### config.mk
export PLATFORM = sky130hd
export DESIGN_NAME = monster_score_hud
export DESIGN_NICKNAME = d
export VERILOG_FILES = /design/src/rtl/monster_score_hud.sv
export SDC_FILE = /design/constraint.sdc
export NUM_CORES = 1
export LEC_CHECK = 0
export BUFFER_PORTS_ARGS = -buffer_cell sky130_fd_sc_hd__buf_2
export CAP_MARGIN = 20
export CORE_ASPECT_RATIO = 0.5
export CORE_MARGIN = 5
export CORE_UTILIZATION = 40
export DETAILED_ROUTE_END_ITERATION = 10
export HOLD_SLACK_MARGIN = 0.02
export PLACE_DENSITY_LB_ADDON = 0.12
export SLEW_MARGIN = 10
export SYNTH_ARGS = -nofsm -noshare
export SYNTH_HDL_FRONTEND = slang
export SYNTH_SLANG_ARGS = --single-unit
### constraint.sdc
create_clock -name clk -period 2.3 [get_ports clk]
set_input_delay 0 -clock clk [delete_from_list [all_inputs] [get_ports clk]]
set_output_delay 0 -clock clk [all_outputs]
set_load 0.02 [all_outputs]
### src/rtl/monster_score_hud.sv
// Samples the monster stomp count, converts it to three BCD digits with a serial
// double-dabble engine, and drives a frame-timed stomp popup. Optional macro: MONSTER_HUD_BLANK_EN.
module monster_score_hud #(
  parameter int CNT_W        = 8,
  parameter int POPUP_FRAMES = 30
) (
  input  logic             clk,
  input  logic             reset,
  input  logic [CNT_W-1:0] monster_num,
  input  logic             frame_tick,
  output logic [3:0]       bcd_hundreds,
  output logic [3:0]       bcd_tens,
  output logic [3:0]       bcd_ones,
  output logic             digits_valid,
  output logic             busy,
  output logic             popup_on,
  output logic [7:0]       popup_y_off,
  output logic [2:0]       digit_blank,
  output logic [1:0]       dbg_state
);

  localparam int SR_W = CNT_W + 12;
  localparam int RF_W = $clog2(POPUP_FRAMES + 1);

  typedef enum logic [1:0] {
    IDLE  = 2'd0,
    SHIFT = 2'd1,
    DONE  = 2'd2
  } state_e;

  state_e            state_q, state_d;
  logic [CNT_W-1:0]  snap_q, snap_d;
  logic [SR_W-1:0]   sr_q, sr_d, sr_adj;
  logic [3:0]        bit_cnt_q, bit_cnt_d;
  logic [3:0]        hund_q, hund_d, tens_q, tens_d, ones_q, ones_d;
  logic              valid_q, valid_d, busy_q, busy_d;
  logic              pop_on_q, pop_on_d;
  logic [7:0]        y_off_q, y_off_d;
  logic [RF_W-1:0]   rem_q, rem_d;
  logic              capture;
`ifdef MONSTER_HUD_BLANK_EN
  logic [2:0]        blank_q, blank_d;
`endif

  // Add-3 correction on each BCD nibble before the shift.
  always_comb begin
    sr_adj = sr_q;
    for (int i = 0; i < 3; i++) begin
      if (sr_q[CNT_W+4*i +: 4] >= 4'd5) begin
        sr_adj[CNT_W+4*i +: 4] = sr_q[CNT_W+4*i +: 4] + 4'd3;
      end
    end
  end

  assign capture = (state_q == IDLE) && (monster_num != snap_q);

  always_comb begin
    state_d   = state_q;
    snap_d    = snap_q;
    sr_d      = sr_q;
    bit_cnt_d = bit_cnt_q;
    hund_d    = hund_q;
    tens_d    = tens_q;
    ones_d    = ones_q;
    valid_d   = 1'b0;
    busy_d    = busy_q;
    pop_on_d  = pop_on_q;
    y_off_d   = y_off_q;
    rem_d     = rem_q;
`ifdef MONSTER_HUD_BLANK_EN
    blank_d   = blank_q;
`endif
    case (state_q)
      IDLE: begin
        if (capture) begin
          snap_d    = monster_num;
          sr_d      = {12'b0, monster_num};
          bit_cnt_d = 4'(CNT_W);
          busy_d    = 1'b1;
          state_d   = SHIFT;
        end
      end
      SHIFT: begin
        sr_d      = sr_adj << 1;
        bit_cnt_d = bit_cnt_q - 4'd1;
        if (bit_cnt_q == 4'd1) state_d = DONE;
      end
      DONE: begin
        hund_d  = sr_q[CNT_W+8 +: 4];
        tens_d  = sr_q[CNT_W+4 +: 4];
        ones_d  = sr_q[CNT_W   +: 4];
        valid_d = 1'b1;
        busy_d  = 1'b0;
        state_d = IDLE;
`ifdef MONSTER_HUD_BLANK_EN
        blank_d = {(hund_d == 4'd0), (hund_d == 4'd0) && (tens_d == 4'd0), 1'b0};
`endif
      end
      default: state_d = IDLE;
    endcase

    // A capture decides the popup outright; a same-cycle frame tick is dropped.
    if (capture) begin
      y_off_d = 8'd0;
      if (monster_num > snap_q) begin
        pop_on_d = 1'b1;
        rem_d    = RF_W'(POPUP_FRAMES);
      end else begin
        pop_on_d = 1'b0;
      end
    end else if (frame_tick && pop_on_q) begin
      rem_d   = rem_q - RF_W'(1);
      y_off_d = y_off_q + 8'd1;
      if (rem_q == RF_W'(1)) pop_on_d = 1'b0;
    end
  end

  always_ff @(posedge clk or posedge reset) begin
    if (reset) begin
      state_q   <= IDLE;
      snap_q    <= '0;
      sr_q      <= '0;
      bit_cnt_q <= '0;
      hund_q    <= '0;
      tens_q    <= '0;
      ones_q    <= '0;
      valid_q   <= 1'b0;
      busy_q    <= 1'b0;
      pop_on_q  <= 1'b0;
      y_off_q   <= '0;
      rem_q     <= '0;
`ifdef MONSTER_HUD_BLANK_EN
      blank_q   <= '0;
`endif
    end else begin
      state_q   <= state_d;
      snap_q    <= snap_d;
      sr_q      <= sr_d;
      bit_cnt_q <= bit_cnt_d;
      hund_q    <= hund_d;
      tens_q    <= tens_d;
      ones_q    <= ones_d;
      valid_q   <= valid_d;
      busy_q    <= busy_d;
      pop_on_q  <= pop_on_d;
      y_off_q   <= y_off_d;
      rem_q     <= rem_d;
`ifdef MONSTER_HUD_BLANK_EN
      blank_q   <= blank_d;
`endif
    end
  end

  assign bcd_hundreds = hund_q;
  assign bcd_tens     = tens_q;
  assign bcd_ones     = ones_q;
  assign digits_valid = valid_q;
  assign busy         = busy_q;
  assign popup_on     = pop_on_q;
  assign popup_y_off  = y_off_q;
  assign dbg_state    = state_q;
`ifdef MONSTER_HUD_BLANK_EN
  assign digit_blank  = blank_q;
`else
  assign digit_blank  = 3'b000;
`endif

endmodule

-- Yosys cells after proc, flatten, opt, wreduce, memory -nomap -nowiden
Index checks and enable logic that the tools add are counted.
- input port bits: 11
- output and inout bits: 28
- word-level logic and storage cells: 65
- bits in registers: 62
- order comparisons: 4
- reduce and logical (&&, ||, !) cells: 13
- add/sub/neg operators: 6
- multiplexer cells: 22
- equality and inequality tests: 8
- operators by type and width (kind ; number):
    $pmux W20 S2 ; 1
    $mux W20 ; 1
    $mux W8 ; 2
    $mux W5 ; 3
    $ge A4 B3 Y1 const B ; 3
    $mux W4 ; 3
    $reduce_and A2 Y1 ; 6
    $add A4 B2 Y4 const B ; 2
    $add A8 B1 Y8 const B ; 1
    $gt A8 B8 Y1 ; 1
    $ne A8 B8 Y1 ; 1
    $pmux W4 S2 ; 1
    $reduce_bool A2 Y1 ; 4
    $mux W1 ; 6
    $eq A5 B1 Y1 const B ; 1
    $sub A5 B1 Y5 const B ; 1
    $eq A4 B1 Y1 const B ; 1
    $mux W2 ; 2
    $ne A2 B2 Y1 const B ; 2
    $pmux W2 S2 ; 1
    $sub A4 B1 Y4 const B ; 1
    $add A3 B2 Y3 const B ; 1
    $mux W3 ; 1
    $eq A2 B1 Y1 const B ; 1
    5 further kinds ; 6

-- Depth between registers and ports, before layout
- depth in word-level cells: 4
- gate-level depth with buffers: 8
- depth with buffers taken out: 7

-- Worst setup path after synthesis
Ideal clock, no wire load.
- path type: register to register
- start point: register snap_q[7]
- end point: register sr_q[2]
- buffers on the path: 2
- cell stages (with the launch flop): 9
- required time: 2173 ps
- setup time: 127 ps
- period minus slack after synthesis: 1721 ps
- slack: 579 ps
- arrival time: 1594 ps
- cells stage by stage: dfrtp_1 inv_1 ha_1 nand4_4 o21a_1 buf_6 buf_6 a222oi_1 inv_1
- longest elaborated chain between the ends: 4
- RTL lines (element ; RTL line ; RTL):
    start: declaration ; 32 ; logic [CNT_W-1:0] snap_q, snap_d;
    start signal: assignment ; 137 ; snap_q <= snap_d;
    $ne A8 B8 Y1 ; 55 ; assign capture = (state_q == IDLE) && (monster_num != snap_q);
    $logic_and A1 B1 Y1 ; 55 ;
    $ne A2 B2 Y1 (no line) ; -- ;
    $reduce_and A2 Y1 (no line) ; -- ;
    end signal: assignment ; 138 ; sr_q <= sr_d;
    end: declaration ; 33 ; logic [SR_W-1:0] sr_q, sr_d, sr_adj;
Every way passes these cells.
A chain may end at the register's enable or synchronous reset.

-- Worst setup path after layout
- start point: register snap_q[3]
- end point: register sr_q[6]
Same word-level chain as after synthesis.

==> flow_summary.rst <==
.. list-table::
   :header-rows: 1

   * - Metric
     - Value
   * - Routed vias/inst
     - approximately 5
   * - Count of boundary I/O pins
     - 39
   * - Final-report setup violation count
     - 0
   * - Synthesized instance count
     - approximately 300
   * - Top post-synthesis cells by area
     - sky130_fd_sc_hd__dfrtp_1 (51%), sky130_fd_sc_hd__ha_1 (7.9%), sky130_fd_sc_hd__o21ai_0 (5.8%), sky130_fd_sc_hd__nand2_1 (5.5%), sky130_fd_sc_hd__inv_1 (3.5%)
   * - Share of synthesized registers carrying an async set or reset
     - 100%
   * - Cells along the critical path
     - inv_1, ha_1, nand4_1, o21a_1, buf_12, a222oi_1, inv_1
   * - Die area
     - around 9500 um^2
   * - Cell leakage power
     - roughly 0.0018 uW
   * - Total number of vias
     - 2211
   * - All-layer global routing usage
     - between 10% and 20%
   * - Placement-stage cell area
     - roughly 3300 um^2
   * - Iteration-0 DRC Markers
     - about 180
   * - Library cell appearing most often on the critical path
     - sky130_fd_sc_hd__inv_1
   * - First-pass iteration count of the detailed router
     - 8
   * - Cell depth of the worst setup path
     - 7
   * - Result of the run
     - finished clean
   * - Dominant cell by count in the synthesized netlist
     - sky130_fd_sc_hd__dfrtp_1
   * - Min Tclk post-route
     - between 2 and 2.5 ns
   * - Sequential power share
     - a little over a third
   * - Number of placement rows
     - 22
   * - Area of the core region
     - roughly 7300 um^2
   * - Leading area contributor after synthesis
     - sky130_fd_sc_hd__dfrtp_1
   * - Grt total ovfl
     - 0
   * - Unrepaired setup endpoints after global routing
     - false
   * - Power spent charging and discharging nets
     - between 1500 and 2000 uW
   * - Max stage delay on crit path
     - between 0.4 and 0.5 ns
   * - Register bit count reported by yosys
     - slightly above 60
   * - Proportion of power drawn by the clock network
     - 25.4%
   * - Port bufs
     - 35
   * - Number of max-cap violations
     - 0
   * - Number of nets in the layout
     - about 370
   * - Placed cells
     - 420
   * - Clock Tree Buf Depth
     - 2
   * - Fin Clk Skew
     - roughly 0.0067 ns
   * - Cell family with the largest share of critical-path delay
     - compound AO/OA/AOI/OAI gates
   * - Effective utilization at floorplan
     - 41.2%
   * - Largest net degree at the start of global routing
     - between 60 and 70
   * - Post-synthesis sequential area ratio
     - between 50% and 60%
   * - Number of failing hold endpoints at the final stage
     - 0
   * - Worst setup path class
     - register to register
   * - Vias in the first global route
     - roughly 2200
   * - Maximum level of the CTS H-tree
     - 3
   * - P&R area growth vs syn
     - 21.7%
   * - Antenna violations before repair
     - 0
   * - DPL Wire Length
     - between 4000 and 5000 um
   * - Final period utilization
     - between 80 and 90%
   * - Mapped Avg Cell Area
     - approximately 10 um^2
   * - Mapped Area
     - between 3000 and 4000 um^2
   * - Number of cells traversed by the worst register-to-register path
     - 7
   * - Maximum clock frequency
     - between 400 and 500 MHz
   * - Final wirelength
     - slightly above 6000 um
   * - Transition time at the pin with the least slew margin
     - 0.793 ns
   * - Part of the power in combinational logic
     - around two fifths
   * - Final weighted congestion in routability-driven placement
     - approximately 0.8
   * - Post-route DRC violation count
     - 0
   * - Critical path peak fanout
     - 23
   * - Share of Yosys cell area claimed by the top area cell type
     - between 50% and 60%
   * - Antenna violation net count after detailed routing
     - 0
   * - Die span in y
     - 71.5 um
   * - Post-route cell area
     - about 3700 um^2
   * - Arrival time of data at the critical path endpoint
     - between 2 and 2.5 ns
   * - Resized cells post-CTS
     - 0
   * - Share of post-route cells with drive strength above 1
     - approximately a fifth
   * - Worst setup SP type
     - register
   * - Ant. Diodes
     - 0
   * - Clock network latency to the later pin of the worst-skew pair
     - ~0.33 ns
   * - Root cell of the clock tree
     - sky130_fd_sc_hd__clkbuf_16
   * - CTS sink cnt
     - 62
   * - Post-layout utilization of the core
     - between 50 and 60%
   * - Reg-to-reg setup timing slack
     - about 0.3 ns
   * - Synthesis warning total
     - 0
   * - Destination of the critical timing path
     - sr_q[6]
   * - Routed wirelength normalized by instance count
     - between 10 and 15 um
   * - Most common flop cell mapped by yosys
     - sky130_fd_sc_hd__dfrtp_1
   * - HP Class
     - input port to register
   * - # fillers
     - 654
   * - Worst ir drop on vdd
     - about 500 uV
   * - Power density normalized to cell area
     - between 1000 and 1500 nW/um^2
   * - CP max-delay cell
     - sky130_fd_sc_hd__o21a_1
   * - Worst-path clk slew
     - 0.05 ns
   * - Cts bufs inserted
     - 9
   * - Max Slew Vio Count
     - 0
   * - Horizontal die dimension
     - around 130 um
   * - Normalized max-slew margin
     - a little under half
   * - Proportion of total power due to net switching
     - 37.6%
   * - Cell Int Power
     - between 3000 and 4000 uW
   * - Area taken by flip-flops and latches
     - 1550 um^2
   * - Area of combinational cells with multiple inputs
     - 1280 um^2
   * - Finished Layout Cells
     - between 400 and 500
   * - Launch point of the worst reg-to-reg path
     - snap_q[3]
   * - Count of distinct cell types in the synthesized netlist
     - 39
   * - Critical Path Sink Type
     - register
   * - EDFF count, synth
     - 0
   * - Final-layout setup total negative slack
     - 0 ns
   * - First-pass GRT wire length
     - 10400 um
   * - Total buffers and inverters traversed by the critical path
     - 3
   * - TritonCTS clock tree
     - yes
   * - List of most frequent post-synthesis cells
     - sky130_fd_sc_hd__dfrtp_1 (62), sky130_fd_sc_hd__nand2_1 (44), sky130_fd_sc_hd__o21ai_0 (35)
   * - Worst flop-to-flop path endpoint
     - sr_q[6]
   * - Worst setup startpoint
     - snap_q[3]
   * - Required time at the worst-slack endpoint
     - 2.50 ns
[worst min-delay path by stage]
stage                         from  cells past startpoint              to
floorplan           monster_num[1]                      2       snap_q[1]
global placement    monster_num[5]                      3         sr_q[5]
detailed placement  monster_num[1]                      3         sr_q[1]
CTS                     frame_tick                      4  popup_y_off[1]
global route            frame_tick                      4  popup_y_off[1]
finish                  frame_tick                      4  popup_y_off[1]
[worst reg2reg max path: stages, from the launching register on]
cell                       delay, ns
sky130_fd_sc_hd__dfrtp_1        0.32
sky130_fd_sc_hd__inv_1          0.05
sky130_fd_sc_hd__ha_1           0.31
sky130_fd_sc_hd__nand4_1        0.22
sky130_fd_sc_hd__o21a_1         0.41
sky130_fd_sc_hd__buf_12         0.24
sky130_fd_sc_hd__a222oi_1       0.27
sky130_fd_sc_hd__inv_1          0.06
[metrics by stage]
stage / hold slack (ns) / total power (uW) / setup WS [ns]
CTS: 0.0244 / 5200 / 0.299
finish: 0.0473 / 5130 / 0.299
global placement: 0.253 / 3780 / 0.365
floorplan: 0.117 / 3320 / 0.579
global route: 0.0733 / 5570 / 0.129
detailed placement: 0.256 / 3850 / 0.300
[repair_timing]
action                                 CTS  global route
endpoints found under the hold margin   78             0
hold buffers                             9             0
buffers inserted                         0             0
[cell families (layout without fill, tap and decap cells)]
family / count (synthesis) / count (layout) / share of synthesized area [%]
multiplexers: 6 / 6 / 2.23
flip-flops: 62 / 62 / 51.3
adder cells (fa/ha/maj): 19 / 19 / 7.85
other: 1 / 3 / 0.124
XOR/XNOR: 10 / 10 / 2.89
AO/OA/AOI/OAI: 73 / 73 / 16.2
buffers and inverters: 44 / 92 / 6.78
AND/OR/NAND/NOR: 82 / 82 / 12.6
[layer usage]
layer | vias to the layer above | share of wire (%) | track usage [%]
met5 | - | 0 | 0
met1 | 1030 | 48 | 16.9
li1 | 1112 | - | -
met4 | 0 | 1.4 | 4.72
met3 | 8 | 5.8 | 6.45
met2 | 61 | 45 | 22.5
[layout by cell type, fill, tap and decap left out, types with 6 or more instances in the layout]
master / synthesis / final
sky130_fd_sc_hd__dfrtp_1: 62 / 62
sky130_fd_sc_hd__xor2_1: 6 / 6
sky130_fd_sc_hd__nor2_1: 10 / 10
sky130_fd_sc_hd__dlygate4sd3_1: 0 / 9
sky130_fd_sc_hd__inv_1: 28 / 27
sky130_fd_sc_hd__a222oi_1: 7 / 7
sky130_fd_sc_hd__mux2_2: 6 / 6
sky130_fd_sc_hd__o21ai_0: 35 / 35
sky130_fd_sc_hd__clkbuf_16: 0 / 9
sky130_fd_sc_hd__a21oi_1: 12 / 12
sky130_fd_sc_hd__ha_1: 19 / 19
sky130_fd_sc_hd__buf_2: 5 / 35
sky130_fd_sc_hd__nand2_1: 44 / 44
[state kept, by name, summed over array words and instances, names as in the netlist]
signal / cells
bcd_hundreds: 4
busy: 1
rem_q: 5
sr_q: 20
digits_valid: 1
popup_y_off: 8
bcd_tens: 4
bit_cnt_q: 4
popup_on: 1
bcd_ones: 4
snap_q: 8
dbg_state: 2
[final cells by class]
| class | count | area share (%) |
|---|---|---|
| Tap cell | 96 | 3.26 |
| Inverter | 28 | 2.85 |
| Multi-Input combinational cell | 193 | 34.7 |
| Timing Repair Buffer | 50 | 9.10 |
| Sequential cell | 62 | 42.1 |
| Clock buffer | 14 | 7.98 |
[power by group through the flow]
| stage | Sequential (uW) | Clock [uW] | Combinational, uW |
|---|---|---|---|
| CTS | 1860 | 1340 | 1990 |
| global placement | 1860 | 0 | 1920 |
| finish | 1860 | 1300 | 1970 |
| floorplan | 1970 | 0 | 1350 |
| detailed placement | 1880 | 0 | 1970 |
| global route | 1930 | 1400 | 2240 |
Power figures use the tool's default switching activity.
